===== src/rtl/brent_kung_adder_pipe.sv =====
// rtl/brent_kung_adder_pipe.sv - parametrised pipelined Brent-Kung adder/subtractor with tag sideband
module brent_kung_adder_pipe #(
  parameter int WIDTH    = 16,
  parameter int REG_PRE  = 0,
  parameter int REG_UP   = 1,
  parameter int REG_DOWN = 0,
  parameter int TAG_W    = 4
) (
  input  logic             clk_i,
  input  logic             rst_i,
  input  logic             valid_i,
  output logic             ready_o,
  input  logic [WIDTH-1:0] op1_i,
  input  logic [WIDTH-1:0] op2_i,
  input  logic             carry_i,
  input  logic             sub_i,
  input  logic [TAG_W-1:0] tag_i,
  output logic             valid_o,
  input  logic             ready_i,
  output logic [WIDTH-1:0] sum_o,
  output logic             carry_o,
  output logic             overflow_o,
  output logic [TAG_W-1:0] tag_o
);

  localparam int LVL = $clog2(WIDTH);

  if (WIDTH < 4 || (WIDTH & (WIDTH - 1)) != 0) begin : g_bad_width
    $error("brent_kung_adder_pipe: WIDTH must be a power of two >= 4");
  end
  if (TAG_W < 1) begin : g_bad_tag
    $error("brent_kung_adder_pipe: TAG_W must be >= 1");
  end

  // One pipeline slot: hp keeps the raw half-sum for the final XOR,
  // g/p evolve through the carry tree. Carry-in is folded into g[0], so
  // after the tree g[i] is the carry out of bit i.
  typedef struct packed {
    logic             v;
    logic [TAG_W-1:0] tag;
    logic             cin;
    logic [WIDTH-1:0] hp;
    logic [WIDTH-1:0] g;
    logic [WIDTH-1:0] p;
  } stage_t;

  // Up-sweep: black cells at nodes i = k*2^(l+1)-1, combining with i-2^l.
  function automatic logic [2*WIDTH-1:0] up_sweep(input logic [WIDTH-1:0] g_in,
                                                  input logic [WIDTH-1:0] p_in);
    logic [WIDTH-1:0] g;
    logic [WIDTH-1:0] p;
    g = g_in;
    p = p_in;
    for (int l = 0; l < LVL; l++) begin
      for (int i = (2 ** (l + 1)) - 1; i < WIDTH; i += 2 ** (l + 1)) begin
        g[i] = g[i] | (p[i] & g[i - (2 ** l)]);
        p[i] = p[i] & p[i - (2 ** l)];
      end
    end
    return {g, p};
  endfunction

  // Down-sweep: gray cells fill the remaining prefixes; only G is needed.
  function automatic logic [WIDTH-1:0] down_sweep(input logic [WIDTH-1:0] g_in,
                                                  input logic [WIDTH-1:0] p_in);
    logic [WIDTH-1:0] g;
    g = g_in;
    for (int l = LVL - 2; l >= 0; l--) begin
      for (int i = 3 * (2 ** l) - 1; i < WIDTH; i += 2 ** (l + 1)) begin
        g[i] = g[i] | (p_in[i] & g[i - (2 ** l)]);
      end
    end
    return g;
  endfunction

  logic             en;
  logic [WIDTH-1:0] b_eff;
  logic [WIDTH-1:0] carry_vec;
  logic             unused_dn_p;
  stage_t           pre_c, pre_q, up_c, up_q, dn_c, dn_q;

  // Only the output stage can stall; every other stage follows it.
  assign en      = !valid_o || ready_i;
  assign ready_o = en;
  assign b_eff   = sub_i ? ~op2_i : op2_i;

  // Pre-processing: per-bit generate/propagate with carry-in merged into bit 0.
  always_comb begin
    pre_c      = '0;
    pre_c.v    = valid_i;
    pre_c.tag  = tag_i;
    pre_c.cin  = sub_i ? ~carry_i : carry_i;
    pre_c.hp   = op1_i ^ b_eff;
    pre_c.p    = op1_i ^ b_eff;
    pre_c.g    = op1_i & b_eff;
    pre_c.g[0] = (op1_i[0] & b_eff[0]) | (pre_c.hp[0] & pre_c.cin);
  end

  if (REG_PRE != 0) begin : g_pre_reg
    // Optional cut after p/g generation.
    always_ff @(posedge clk_i) begin
      if (rst_i)   pre_q <= '0;
      else if (en) pre_q <= pre_c;
    end
  end else begin : g_pre_wire
    assign pre_q = pre_c;
  end

  // Reduction half of the carry tree.
  always_comb begin
    up_c              = pre_q;
    {up_c.g, up_c.p}  = up_sweep(pre_q.g, pre_q.p);
  end

  if (REG_UP != 0) begin : g_up_reg
    // Optional cut after the up-sweep.
    always_ff @(posedge clk_i) begin
      if (rst_i)   up_q <= '0;
      else if (en) up_q <= up_c;
    end
  end else begin : g_up_wire
    assign up_q = up_c;
  end

  // Distribution half of the carry tree.
  always_comb begin
    dn_c   = up_q;
    dn_c.g = down_sweep(up_q.g, up_q.p);
  end

  if (REG_DOWN != 0) begin : g_dn_reg
    // Optional cut after the down-sweep.
    always_ff @(posedge clk_i) begin
      if (rst_i)   dn_q <= '0;
      else if (en) dn_q <= dn_c;
    end
  end else begin : g_dn_wire
    assign dn_q = dn_c;
  end

  // Carry into bit i is the prefix carry out of bit i-1; bit 0 sees cin.
  assign carry_vec   = {dn_q.g[WIDTH-2:0], dn_q.cin};
  assign unused_dn_p = ^dn_q.p;

  // Output register: data only loads with a valid result so it holds otherwise.
  always_ff @(posedge clk_i) begin
    if (rst_i) begin
      valid_o    <= 1'b0;
      sum_o      <= '0;
      carry_o    <= 1'b0;
      overflow_o <= 1'b0;
      tag_o      <= '0;
    end else if (en) begin
      valid_o <= dn_q.v;
      if (dn_q.v) begin
        sum_o      <= dn_q.hp ^ carry_vec;
        carry_o    <= dn_q.g[WIDTH-1];
        overflow_o <= dn_q.g[WIDTH-1] ^ dn_q.g[WIDTH-2];
        tag_o      <= dn_q.tag;
      end
    end
  end

endmodule


===== config.mk =====
export PLATFORM = sky130hd
export DESIGN_NAME = brent_kung_adder_pipe
export DESIGN_NICKNAME = d
export VERILOG_FILES = /design/src/rtl/brent_kung_adder_pipe.sv
export SDC_FILE = /design/constraint.sdc
export NUM_CORES = 1
export LEC_CHECK = 0
export ABC_AREA = 1
export ABC_CLOCK_PERIOD_IN_PS = 3100
export BUFFER_PORTS_ARGS = -buffer_cell sky130_fd_sc_hd__buf_4
export CAP_MARGIN = 10
export CORE_MARGIN = 2
export CORE_UTILIZATION = 50
export CTS_BUF_LIST = sky130_fd_sc_hd__clkbuf_4 sky130_fd_sc_hd__clkbuf_8
export CTS_CLUSTER_SIZE = 30
export DETAILED_ROUTE_END_ITERATION = 7
export GPL_TIMING_DRIVEN = 0
export PLACE_DENSITY = 0.73
export SLEW_MARGIN = 20
export SYNTH_ARGS = -nofsm -noshare
export SYNTH_HDL_FRONTEND = slang
export SYNTH_SLANG_ARGS = --single-unit

===== constraint.sdc =====
create_clock -name clk_i -period 3.1 [get_ports clk_i]
set_input_delay 0.62 -clock clk_i [delete_from_list [all_inputs] [get_ports clk_i]]
set_output_delay 0.62 -clock clk_i [all_outputs]
set_load 0.05 [all_outputs]

After elaboration in Yosys (flattened, before gate mapping)
Cells that the tools add are included.
{"block": "word_totals", "wordCells": 91, "output_inout_bits": 24, "inputBits": 42, "register_bits": 76}
{"block": "op_classes", "muxes": 2, "bitwise_logic": 75, "reduce_logical": 3}
{"cell": "1-bit bitwise AND", "count": 42}
{"cell": "16-bit bitwise XOR", "count": 2}
{"cell": "1-bit bitwise OR", "count": 27}
{"cell": "16-bit bitwise AND", "count": 1}
{"cell": "16-bit two-way mux", "count": 1}
{"cell": "16-bit NOT", "count": 1}
{"cell": "2-bit AND reduction", "count": 1}
{"cell": "1-bit zero test", "count": 1}
{"cell": "1-bit logical OR", "count": 1}
{"cell": "1-bit two-way mux", "count": 1}
{"cell": "1-bit NOT", "count": 1}
{"cell": "1-bit bitwise XOR", "count": 1}

Logic depth before layout (Yosys ltp)
Gate-level depths: netlist of run 1.
{"block": "logic_depth", "ltp_word": 13, "depth_mapped": 14, "depth_no_buf": 12}

Worst setup path before layout of run 1
Ideal clock, no wire load.
{"block": "synth_timing", "path_type": "input -> register", "start": "input sub_i", "end": "register up_q (netlist bit dn_c[31])", "setup_time_ns": 0.122, "cell_stages": 11, "required_time_ns": 2.978, "n_path_buf": 2, "arrival_ns": 1.975, "slack_ns": 1.004, "cell_sequence": "buf_6 > buf_2 > xor2_1 > ha_1 > a21o_1 > nand3_1 > nand2_1 > nand2_1 > o2111ai_1 > inv_1 > a21oi_2"}
{"element": "start: declaration", "line_no": "16", "source": "input logic sub_i,"}
{"element": "end signal: assignment", "line_no": "119", "source": "else if (en) up_q <= up_c;"}
{"element": "end: declaration", "line_no": "80", "source": "stage_t pre_c, pre_q, up_c, up_q, dn_c, dn_q;"}

Worst setup path in the final report of run 1
{"block": "layout_timing", "start": "input ready_i", "end": "output ready_o"}
{"block": "layout_via", "elab_chain_cells": 1}
{"element": "start: declaration", "line_no": "19", "source": "input logic ready_i,"}
{"element": "1-bit logical OR", "line_no": "83", "source": "assign en = !valid_o || ready_i;"}
{"element": "end: declaration", "line_no": "12", "source": "output logic ready_o,"}
No other way between the ends.

==> flow_results.org, run 1 <==
** Outcome
- The flow ran to the end, and the final reports show no timing, DRC or antenna violations.

** Synth
- Of the total synthesized cell area, the portion taken by full adders, half adders and majority gates is under 10%.
- In this run the cell area of the synthesized design comes to between 0.002 and 0.003 mm^2.
- Complex-gate fraction of the synthesized area :: between 10% and 20%
- Main combinational cell family by area after synthesis :: compound AO/OA/AOI/OAI gates
- Sequential fraction of the synthesis area :: 43.90%
- Summed over all instances, the cell type with the most area after synthesis is sky130_fd_sc_hd__dfxtp_1.
- For this run, the leading register cell type out of synthesis is sky130_fd_sc_hd__dfxtp_1.
- Averaged over all synthesized cells, the footprint is between 8 and 9 um^2.
- Count of state elements after synthesis :: 65
- Number of synthesized flops with an enable pin :: 0
- Cells after synthesis :: approximately 370
- By count the netlist is led by 84 x sky130_fd_sc_hd__nor2_1, 65 x sky130_fd_sc_hd__dfxtp_1, 56 x sky130_fd_sc_hd__o21ai_1, 27 x sky130_fd_sc_hd__a21oi_1, 23 x sky130_fd_sc_hd__ha_1.
- Sorting the synthesized cells by area gives the leading types as sky130_fd_sc_hd__dfxtp_1 44%, sky130_fd_sc_hd__nor2_1 11%, sky130_fd_sc_hd__ha_1 9.7%.
- The portion of synthesized area spent on multiplexers is 0%.
- Summed over its instances, the top area cell type makes up between 40% and 50% of the synthesized netlist area.
- The netlist uses 27 different library cells.
- Synthesis produced a netlist with a net count of ~430.
- Async set-or-reset flop fraction in the synthesized netlist :: 0%
- Library cell with the highest instance count after synthesis :: sky130_fd_sc_hd__nor2_1
- The Yosys step of the flow raised 0 warnings.
- Simple-gate share of the synthesized area :: between 10% and 20%
- Of the total synthesized cell area, the portion taken by XOR and XNOR cells is 7.387%.

** Clock tree
- After clock tree synthesis, the clock-pin slew on the worst setup and hold paths is 0.07 ns.
- The clock passes through at most 2 buffers.
- Clk_lat worst skew :: around 0.33 ns
- In this run the clock root is driven by a sky130_fd_sc_hd__clkbuf_8.
- The H-tree generated during clock tree synthesis spans 3 levels.
- CTS hold repair buffers :: 0
- CTS saw between 60 and 70 sinks.
- Once the clock tree was built, the resizer swapped 0 gates to a different size.
- Clock tree from TritonCTS :: done
- Once the clock tree was built, the setup fixing pass inserted 0 buffers.
- Cts bufs inserted :: 9

** Die
- Initial core utilization :: between 50% and 60%
- Chip width :: approximately 81 um
- The die covers ~0.0066 mm^2.
- The core region is 0.005816 mm^2.
- The floorplan step set the die height to 81.00 um.
- For this design the top-level I/O count stands at between 60 and 70.
- Cell row count :: 28

** Cells and area
- Post-layout nets :: roughly 510
- The area growth from synthesis to layout is 25.50%.
- Once layout is done, the placed cells without fillers occupy between 0.003 and 0.004 mm^2.
- Core utilization of the finished layout :: 63.96%
- The repair_antennas step left the layout with diodes totalling 0.
- Cells with a size suffix above 1 make up about a fifth of the layout.
- The count of cells in the finished layout, fillers not included, comes to 523.

** Drt
- DRC marker count from the first detailed-route iteration :: approximately 160
- Post-DR vias/cell :: 5.151
- Total DRC errors in the routed layout :: 0
- The first detailed-routing pass ran for 4 iterations.
- Detail Route Antenna Nets :: 0
- The detailed router placed 2694 vias in this run.
- Routed Wire Length :: ~7500 um
- Final routed wire length divided by cell count :: between 10 and 15 um

** Pwr
- Power density normalized to cell area :: 569.6 mW/mm^2
- Leak Pwr :: 1.863 nW
- Max IR drop VDD :: approximately 0.00027 V

** Global route
- Global Route Usage Sum :: roughly 25%
- Maximum number of pins on one net before global-route repair :: 11
- For this run the aggregate overflow at the end of global routing stands at 0.
- Via count of the first global-routing pass :: 2534
- Wire length of the first global-routing pass :: 12050 um
- The initial antenna violation count is 0.

** Setup path
- Type of element capturing the critical path :: output pin
- Among all stages on the critical path, the largest delay is contributed by sky130_fd_sc_hd__nor2_2.
- The number of buffers and inverters on the critical path is 4.
- Data required time at the worst endpoint :: approximately 2.5 ns
- Cells along the critical path :: buf_4 -> nor2_2 -> inv_2 -> clkbuf_1 -> buf_4
- Data on the critical path arrives at its endpoint at 1.68 ns.
- Maximum fanout along the worst path :: 10
- Critical Setup Path Class :: in -> out
- In this design, the stage delay of the slowest critical-path cell is ~0.27 ns.
- Kind of start point of the critical path :: primary input
- Critical path's top delay family :: buffers and inverters
- In this run the register-to-register setup slack is approximately 1.6 ns.
- Counting stages on the worst path, the most repeated cell is sky130_fd_sc_hd__buf_4.

** Timing
- Fmax :: roughly 0.43 GHz
- Remaining max-slew budget at the tightest pin :: between 50% and 60%
- The final max-slew violation count was 0.
- RSZ-0062 raised after global routing :: false
- At the pin with the least slew margin, the transition time is about 0.64 ns.
- Final setup violation count :: 0
- Final hold violations :: 0
- Post-layout min period :: approximately 2.3 ns
- After layout, the worst setup slack is around 0.8 ns.
- Period Utilization, post-route :: approximately 74%
- In the final timing run, aggregate negative setup slack is 0 ns.
- Worst clock skew on the final layout :: 0.007442 ns

** Worst hold path
- The min-delay analysis places its worst path in the category reg -> reg.

** Placed design
- Number of cells in the design after placement :: slightly above 500
- Input/output buffers :: 64
- Pre-CTS WS :: 0.6648 ns
- The HPWL after detailed placement is 5337 um.
- At the end of routability-driven placement, the weighted congestion stood at just over 0.8.
- In this run the cell area measured after placement is between 0.003 and 0.004 mm^2.

** Run
- Max-cap violations in this run came to 0.
-- metal layers --
layer  global-route usage (%)  routed length, um
met1                    32.45               3456
met2                    40.00               3560
met3                    4.556                341
met4                    10.34                133
met5                        0                  0
-- kinds of logic (layout without fill, tap and decap cells) --
logic type               count (synthesis)  count (layout)
XOR/XNOR                                25              25
buffers and inverters                   40             120
AND/OR/NAND/NOR                        116             116
flip-flops                              65              65
adder cells (fa/ha/maj)                 23              23
AO/OA/AOI/OAI                           99              99
-- area by class of cell --
class | instances | area (um^2)
inverter | 20 | 75.07
tap | 75 | 93.84
timing repair buffer | 64 | 480.5
clock inverter | 3 | 15.01
buffer | 20 | 88.84
sequential | 65 | 1301
clock buffer | 13 | 166.4
fill | 579 | 2096
multi-input combinational | 263 | 1499
-- cell usage in the layout, fill, tap and decap left out, types with 2 or more instances in the layout --
| master | count |
|---|---|
| sky130_fd_sc_hd__a21oi_1 | 27 |
| sky130_fd_sc_hd__a21o_1 | 5 |
| sky130_fd_sc_hd__clkbuf_1 | 13 |
| sky130_fd_sc_hd__clkbuf_8 | 11 |
| sky130_fd_sc_hd__o21ai_0 | 3 |
| sky130_fd_sc_hd__nor2_1 | 84 |
| sky130_fd_sc_hd__dfxtp_1 | 65 |
| sky130_fd_sc_hd__inv_2 | 4 |
| sky130_fd_sc_hd__inv_1 | 16 |
| sky130_fd_sc_hd__buf_4 | 64 |
| sky130_fd_sc_hd__buf_2 | 5 |
| sky130_fd_sc_hd__nor3_1 | 4 |
| sky130_fd_sc_hd__xnor2_1 | 4 |
| sky130_fd_sc_hd__nand2_1 | 20 |
| sky130_fd_sc_hd__clkbuf_4 | 2 |
| sky130_fd_sc_hd__nor2_2 | 2 |
| sky130_fd_sc_hd__ha_1 | 23 |
| sky130_fd_sc_hd__nand3_1 | 2 |
| sky130_fd_sc_hd__xor2_1 | 21 |
| sky130_fd_sc_hd__o21bai_1 | 5 |
| sky130_fd_sc_hd__o21ai_1 | 56 |
| sky130_fd_sc_hd__clkinv_2 | 3 |
-- state kept, by name, summed over array words and instances (netlist names) --
name / flops
valid_o: 1
carry_o: 1
tag_o: 4
carry_vec: 5
sum_o: 16
overflow_o: 1
dn_c: 26
up_q: 11
-- stage by stage --
stage          hold slack [ns]  power [mW]
5_1_grt                 0.4649       2.220
6_report                0.4714       2.119
3_5_place_dp            0.4556       1.473
2_1_floorplan           0.4554       1.307
4_1_cts                 0.4620       2.125
3_3_place_gp            0.4517       1.464
-- worst min-delay path, stage by stage, from the launching register on --
cell	delay (ns)
sky130_fd_sc_hd__dfxtp_1	0.32
sky130_fd_sc_hd__nand2_1	0.06
sky130_fd_sc_hd__a21oi_1	0.05
-- final timing paths --
path	from	end	depth (start not counted)
hold reg to reg	sum_o[7]$_SDFFE_PP0P_	sum_o[7]$_SDFFE_PP0P_	2
setup / recovery	ready_i	ready_o	5
setup reg to reg	valid_o$_SDFFE_PP0N_	sum_o[7]$_SDFFE_PP0P_	7
hold / removal	sum_o[7]$_SDFFE_PP0P_	sum_o[7]$_SDFFE_PP0P_	2
-- report_power, final --
group | leakage [nW] | switching, mW | internal (mW) | total (mW)
Sequential | 0.538 | 0.0484 | 0.917 | 0.965
Clock | 0.100 | 0.312 | 0.348 | 0.660
Combinational | 1.23 | 0.303 | 0.191 | 0.494
Total | 1.86 | 0.663 | 1.46 | 2.12
(Power assumes the default switching activity.)
==> run 2: changes to the inputs <==
Settings changed: ABC_AREA 1 to 0, ABC_CLOCK_PERIOD_IN_PS 3100 to 2400.
Clock period 3.1 ns to 2.4 ns, I/O delays scaled along.
==> flow_results.org, run 2 <==
** Clock tree
- Clock tree sinks :: 65 (unchanged)
- The number of instances resized during post-cts repair came to 0 (unchanged).
- Cts bufs inserted :: 9 (unchanged)
- Root buffer cell :: sky130_fd_sc_hd__clkbuf_8
- Total number of H-tree levels :: 3 (unchanged)
- The number of buffers inserted for hold repair after clock tree synthesis came to 0 (unchanged).
- Clock tree from TritonCTS :: done
- The setup fix buffers added after clock tree synthesis came to 0 (unchanged).
- Buffer levels on the longest clock path :: 2 (unchanged)
- The insertion delay to the later sink of the worst-skew pair came to 0.34 ns (about the same).
- The clock-pin slew on the worst setup and hold paths came to 0.07 ns (about the same).

** Setup path
- STA classifies the critical path startpoint as a register.
- The arrival time reported for the critical path endpoint is 1.77 ns (+0.09 ns).
- Cell with the largest stage delay on the worst path :: sky130_fd_sc_hd__dfxtp_1
- Most frequent cell on the critical path :: sky130_fd_sc_hd__buf_2
- Cells along the critical path :: nor2b_1 -> clkbuf_1 -> inv_1 -> buf_2 -> buf_2 -> buf_4
- Critical path's largest stage delay :: 0.32 ns (+0.05 ns)
- Type of element capturing the critical path :: output pin
- The worst setup path is of the reg -> out kind.
- Maximum fanout along the worst path :: 10 (unchanged)
- The required time of the critical path was 1.92 ns (-0.56 ns).

** Placed design
- The placed wire-length estimate after detailed placement is 5390 um (+0.99%).
- The weighted congestion at the end of routability-driven global placement is 0.8338 (+1.5%).
- Number of cells in the design after placement :: 502 (-0.99%)
- The count of port buffers added during placement was 64 (unchanged).

** Cells and area
- The antenna diode instance count is 0 (unchanged).
- The flip-flop count of the largest register, all copies and words added came to 26 (unchanged).
- Post-layout nets :: 506 (-0.39%)
- Leaving out fill and tap cells, the most frequent cells in the layout are 106 x sky130_fd_sc_hd__nand2_1, 65 x sky130_fd_sc_hd__dfxtp_1, 64 x sky130_fd_sc_hd__buf_4.
- Post-layout instance count excluding filler cells :: 518 (-0.96%)
- The fraction of layout cells with a size suffix above 1 is 20.40% (-0.80 points).
- Filler cells :: 505 (-13%)
- From synthesis to final layout, the design area changed by 26.39%.
- Leaving out fill and tap cells, the most frequent cell in the layout is sky130_fd_sc_hd__nand2_1.
- FF/Latch Area :: 0.001301 mm^2 (unchanged)
- The footprint of the multi-input gates is 0.001539 mm^2 (+2.7%).

** Timing
- Period Utilization, post-route :: a little over nine tenths
- Final setup violation count :: 0 (unchanged)
- The hold violation total from the final report came to 0 (unchanged).
- Setup repair after global routing left no endpoint under its margin.
- The tightest slew margin relative to the limit was 59.53% (+2.3 points).
- Worst clock skew on the final layout :: 0.006361 ns (-0.001081 ns)
- Setup TNS Final :: 0 ns (unchanged)
- Max Transition Viols Final :: 0 (unchanged)
- The transition time at the pin with the least slew margin was 0.6071 ns (-0.03464 ns).
- Static timing analysis puts the maximum clock frequency at approximately 0.44 GHz.
- The worst path needs 2.251 ns of the cycle, external delays included.

** Synth
- The number of enable-type register cells in the synthesized netlist is 0 (unchanged).
- Share of Yosys cell area claimed by the top area cell type :: 44.05% (+0.15 points)
- The commonest cells after synthesis are 106 x sky130_fd_sc_hd__nand2_1, 65 x sky130_fd_sc_hd__dfxtp_1, 60 x sky130_fd_sc_hd__a21oi_1, 27 x sky130_fd_sc_hd__nor2_1, 23 x sky130_fd_sc_hd__ha_1.
- Number of nets in the synthesized netlist :: 431 (-0.46%)
- Summed over all instances, the cell type with the most area after synthesis is sky130_fd_sc_hd__dfxtp_1.
- The gate count of the mapped netlist is 366 (-0.54%).
- The count of unique library cells instantiated by Yosys was 25 (-7.4%).
- The count of warnings emitted by yosys was 0 (unchanged).
- By instance count, the leading cell after synthesis is sky130_fd_sc_hd__nand2_1.
- Ranked by total cell area, the synthesized netlist is headed by sky130_fd_sc_hd__dfxtp_1 44%, sky130_fd_sc_hd__nand2_1 13%, sky130_fd_sc_hd__a21oi_1 10%.
- The average cell area after synthesis is 8.071 um^2 (+0.21%).
- The part of the Yosys area used for sequential elements is 44.05% (+0.15 points).
- The synthesized area was 0.002954 mm^2 (-0.34%).
- Count of state elements after synthesis :: 65 (unchanged)
- The async set or reset register ratio after synthesis is 0% (unchanged).
- Most common flop cell mapped by yosys :: sky130_fd_sc_hd__dfxtp_1

** Global route
- The initial antenna violation count came to 0 (unchanged).
- Maximum number of pins on one net before global-route repair :: 12 (+1)
- Via count of the first global-routing pass :: 2483 (-2.0%)
- The overall fraction of global-route tracks in use is 24.39% (-0.33 points).
- The first-pass GRT wire length is 11860 um (-1.5%).
- The total congestion overflow came to 0 (unchanged).

** Pwr
- Leak Pwr :: 1.691 nW (-9.3%)
- Power density normalized to cell area :: 742.5 mW/mm^2 (+30%)
- The maximum vdd drop came to 0.0004479 V (+65%).

** Drt
- The mean number of vias per cell came to 5.180 (+0.55%).
- The initial DRC count is 179 (+13%).
- The per-cell routed wire length was 14.38 um (+0.41%).
- Detail Route Antenna Nets :: 0 (unchanged)
- The total wire length was 7450 um (-0.55%).
- The number of DRC violations after detailed routing is 0 (unchanged).
- The total via count in the routed design is 2683 (-0.41%).
- The number of iterations in the first detailed-routing pass was 4 (unchanged).

** Die
- The area of the core was 0.005608 mm^2 (-3.6%).
- Overall die area :: 0.006539 mm^2 (-0.32%)
- The starting density of the core came to 52.68% (+1.7 points).
- Cell row count :: 27 (-3.6%)
- The die height was 80.87 um (-0.16%).
- The count of pins on the block boundary is 66 (unchanged).
- Chip width :: 80.87 um (-0.16%)

** Run
- Max-cap violations :: 0 (unchanged)

** Worst hold path
- Type of the worst min-delay path :: in -> reg

** Outcome
- Outcome :: finished, final reports clean
run 2: changes by cell type after synthesis, sizes merged, moves of 6 or more:
cell	change
o21ai	-55
xnor2	+6
a211oi	+7
nand2	+85
inv	-19
nor2	-59
a21oi	+32
run 2: critical path, delay by kind of cell, from the launching register on:
family	cells	cell delay, ns
flip-flops	1	0.32
AND/OR/NAND/NOR	1	0.12
buffers and inverters	5	1.00
run 2: metal layers:
layer / share of wire [%] / global-route usage, %
met1: 45 / 32.71
met2: 46 / 39.01
met3: 7.6 / 4.111
met4: 1.4 / 10.00
met5: 0 / 0
run 2: final cells by class:
cell class / count / area share, %
buffer: 24 / 2.949
multi-input combinational: 276 / 41.22
clock inverter: 7 / 2.279
sequential: 65 / 34.85
tap: 72 / 2.413
timing repair buffer: 64 / 12.87
inverter: 1 / 0.1005
clock buffer: 9 / 3.318
run 2: where the power goes:
part	internal, mW	switching, mW
logic	0.232	0.328
registers	1.17	0.0534
clock network	0.575	0.416
total	1.97	0.797
run 2: cell families (layout without fill, tap and decap cells):
| kind of cell | after synthesis | after routing | synth area share [%] |
|---|---|---|---|
| fa+ha+maj | 23 | 23 | 9.742 |
| flops | 65 | 65 | 44.05 |
| compound gates | 81 | 81 | 15.21 |
| xor+xnor | 27 | 27 | 8.005 |
| buf+inv | 25 | 105 | 3.854 |
| simple gates | 145 | 145 | 19.14 |
run 2: final timing paths:
kind	end	depth (start not counted)	slack (ns)	from
worst min-delay path	dn_c[52]$_SDFFE_PP0N_	3	0.39	tag_i[3]
worst max register to register	up_q[22]$_SDFFE_PP0N_	7	0.68	valid_o$_SDFFE_PP0N_
worst max-delay path	ready_o	6	0.15	valid_o$_SDFFE_PP0N_
worst min register to register	sum_o[11]$_SDFFE_PP0P_	2	0.45	sum_o[11]$_SDFFE_PP0P_
run 2: through the flow:
step	worst slack (ns)	utilization [%]	hold slack, ns	total power [mW]	area (um^2)
2_1_floorplan	0.1047	-	0.4320	1.613	2954
3_3_place_gp	-0.1630	62.85	0.4381	1.788	3525
3_5_place_dp	-0.1667	62.85	0.4436	1.800	3525
4_1_cts	0.1657	66.58	0.3799	2.774	3734
5_1_grt	0.04036	66.58	0.4107	2.879	3734
6_report	0.1494	66.58	0.3900	2.772	3734
==> run 3: changes to the inputs <==
Settings changed: CORE_MARGIN 2 to default.
==> flow_results.org, run 3 (synthesis gave the netlist of run 2 again) <==
** Outcome
- The flow ran to the end, and the final reports show no timing, DRC or antenna violations.

** Drt
- The total via count in the routed design was 2732 (+1.8%).
- Routed Wire Length :: 7672 um (+3.0%)
- Detail Route Antenna Nets :: 0 (unchanged)
- The mean number of vias per cell was 5.274 (+1.8%).
- Total DRC errors in the routed layout :: 0 (unchanged)
- The per-cell routed wire length came to 14.81 um (+3.0%).
- The number of iterations in the first detailed-routing pass was 4 (unchanged).
- DRC marker count from the first detailed-route iteration :: 159 (-11%)

** Die
- Chip width :: 78.87 um (-2.5%)
- The number of placement rows came to 27 (unchanged).
- I/O pin count :: 66 (unchanged)
- Initial core utilization :: 52.68% (unchanged)
- The area of the core was 0.005608 mm^2 (unchanged).
- The die area is 0.006220 mm^2 (-4.9%).
- The die height is 78.87 um (-2.5%).

** Setup path
- Traced cell by cell, the critical path runs through nor2b_1 -> clkbuf_1 -> inv_1 -> buf_2 -> clkbuf_4 -> buf_4.
- The delay of the slowest cell on the worst path was 0.34 ns (+0.02 ns).
- Kind of start point of the critical path :: register
- The worst setup path is of the reg -> out kind.
- Data arrival time of the worst path :: 1.81 ns (+0.04 ns)
- Maximum fanout along the worst path :: 10 (unchanged)
- STA classifies the critical path endpoint as an output pin.
- Data required time at the worst endpoint :: 1.92 ns (about the same)
- Cell with the largest stage delay on the worst path :: sky130_fd_sc_hd__dfxtp_1

** Cells and area
- Fraction of layout instances using a drive strength above 1 :: 20.40% (unchanged)
- The footprint of the multi-input gates is 0.001539 mm^2 (unchanged).
- Commonest non-fill, non-tap cell in the layout :: sky130_fd_sc_hd__nand2_1
- Filler cells :: 500 (-0.99%)
- The number of nets in the layout is 506 (unchanged).
- Final non-filler cell area :: 0.003742 mm^2 (+0.23%)
- The storage element area is 0.001301 mm^2 (unchanged).
- From synthesis to final layout, the design area changed by 26.68%.
- Largest register FFs :: 26 (unchanged)
- The antenna diode instance count was 0 (unchanged).
- Commonest non-fill, non-tap cells in the layout :: 106 x sky130_fd_sc_hd__nand2_1, 65 x sky130_fd_sc_hd__dfxtp_1, 64 x sky130_fd_sc_hd__buf_4

** Placed design
- The weighted congestion at the end of routability-driven global placement is 0.8471 (+1.6%).
- Input/output buffers :: 64 (unchanged)
- Post-detailed-placement half-perimeter wirelength :: 5603 um (+4.0%)
- The cell area after placement was 0.003525 mm^2 (unchanged).

** Clock tree
- Cts bufs inserted :: 9 (unchanged)
- The root buffer cell chosen for the clock tree is sky130_fd_sc_hd__clkbuf_8.
- TritonCTS built the clock tree.
- Clock tree sinks :: 65 (unchanged)
- The clock-pin slew on the worst setup and hold paths was 0.07 ns (about the same).
- The level count of the clock H-tree came to 3 (unchanged).
- The insertion delay to the later sink of the worst-skew pair was 0.34 ns (about the same).
- The maximum buffer depth of the clock tree came to 2 (unchanged).

** Global route
- The initial antenna violation count was 0 (unchanged).
- The overall fraction of global-route tracks in use was 26.20% (+1.8 points).
- The first-pass GRT wire length came to 12090 um (+1.9%).
- The total congestion overflow came to 0 (unchanged).
- The pin count of the biggest net entering global routing is 11 (-1).
- The via count of the first global-routing pass is 2535 (+2.1%).

** Timing
- Final setup violation count :: 0 (unchanged)
- The tightest slew margin relative to the limit was 58.39% (-1.1 points).
- Fmax :: 0.4370 GHz (-1.6%)
- RSZ-0062 raised after global routing :: false
- The hold slack is 0.3944 ns (+0.004342 ns).
- The hold violation total from the final report is 0 (unchanged).
- The final max-slew violation count was 0 (unchanged).
- Post-layout min period :: 2.288 ns (+0.03767 ns)
- The maximum clock skew at final layout came to 0.005323 ns (-0.001038 ns).
- The transition time at the pin with the least slew margin is 0.6242 ns (+0.01709 ns).
- The portion of the clock cycle consumed by the worst path in the final layout was 95.34% (+1.6 points).

** Worst hold path
- The worst hold path belongs to the class in -> reg.

** Pwr
- Leak Pwr :: 1.693 nW (+0.17%)
- The power density of the placed cells was 742.4 mW/mm^2 (about the same).
- Max IR drop VDD :: 0.0004489 V (+0.22%)

** Run
- Max-cap violations :: 0 (unchanged)
-- run 3: changes by cell type in the layout (fill, tap and decap cells not counted) --
cell                        previous run  this run
sky130_fd_sc_hd__clkinv_2              5         1
sky130_fd_sc_hd__clkbuf_4              0         3
sky130_fd_sc_hd__clkbuf_8              9        12
sky130_fd_sc_hd__buf_2                10         9
sky130_fd_sc_hd__bufinv_16             2         1
-- run 3: timing repair --
item / CTS / global route
setup endpoints to repair: 0 / 1
buffers inserted: 0 / 0
resized for setup: 0 / 1
endpoints found under the hold margin: 0 / 0
hold buffers: 0 / 0
-- run 3: worst max-delay path: cells and delay by family (launching register included) --
kind	cells	cell delay, ns
buf+inv	5	0.99
flops	1	0.34
simple gates	1	0.13
-- run 3: metal layers --
metal	up-vias	GRT usage (%)	part of all wire (%)
li1	1364	-	-
met2	99	42.43	47
met3	19	3.678	6.5
met4	0	14.91	2.5
met5	-	0	0
met1	1250	33.38	44
-- run 3: worst paths after layout --
kind              slack (ns)               endpoint  cells after the start                  start
setup reg to reg        0.63  up_q[24]$_SDFFE_PP0N_                      7   valid_o$_SDFFE_PP0N_
setup / recovery        0.11                ready_o                      6   valid_o$_SDFFE_PP0N_
hold reg to reg         0.45  dn_c[51]$_SDFFE_PP0N_                      2  dn_c[51]$_SDFFE_PP0N_
hold / removal          0.39  dn_c[51]$_SDFFE_PP0N_                      3               tag_i[2]
-- run 3: through the flow --
step                      util [%]  setup TNS [ns]  std cells  worst slack [ns]  power (mW)
after floorplan                  -               0        366            0.1047       1.613
after global placement       62.85         -0.1582        502           -0.1582       1.788
after detailed placement     62.85         -0.1422        502           -0.1422       1.804
after CTS                    66.69               0        518            0.1117       2.782
after global routing         66.73               0        518           0.01426       2.888
final                        66.73               0        518            0.1118       2.778
-- run 3: final cells by class --
cell class / instances / area share [%]
multi-input cells: 276 / 41.12
flip-flops and latches: 65 / 34.77
repair buffers: 64 / 12.84
clock buffers: 14 / 4.814
plain buffers: 24 / 3.009
well taps: 72 / 2.407
clock inverters: 2 / 0.9361
inverters: 1 / 0.1003
-- run 3: report_power, final --
part	internal (mW)	switching, mW	leakage (nW)
logic	0.232	0.331	1.04
registers	1.17	0.0548	0.535
clock network	0.587	0.405	0.114
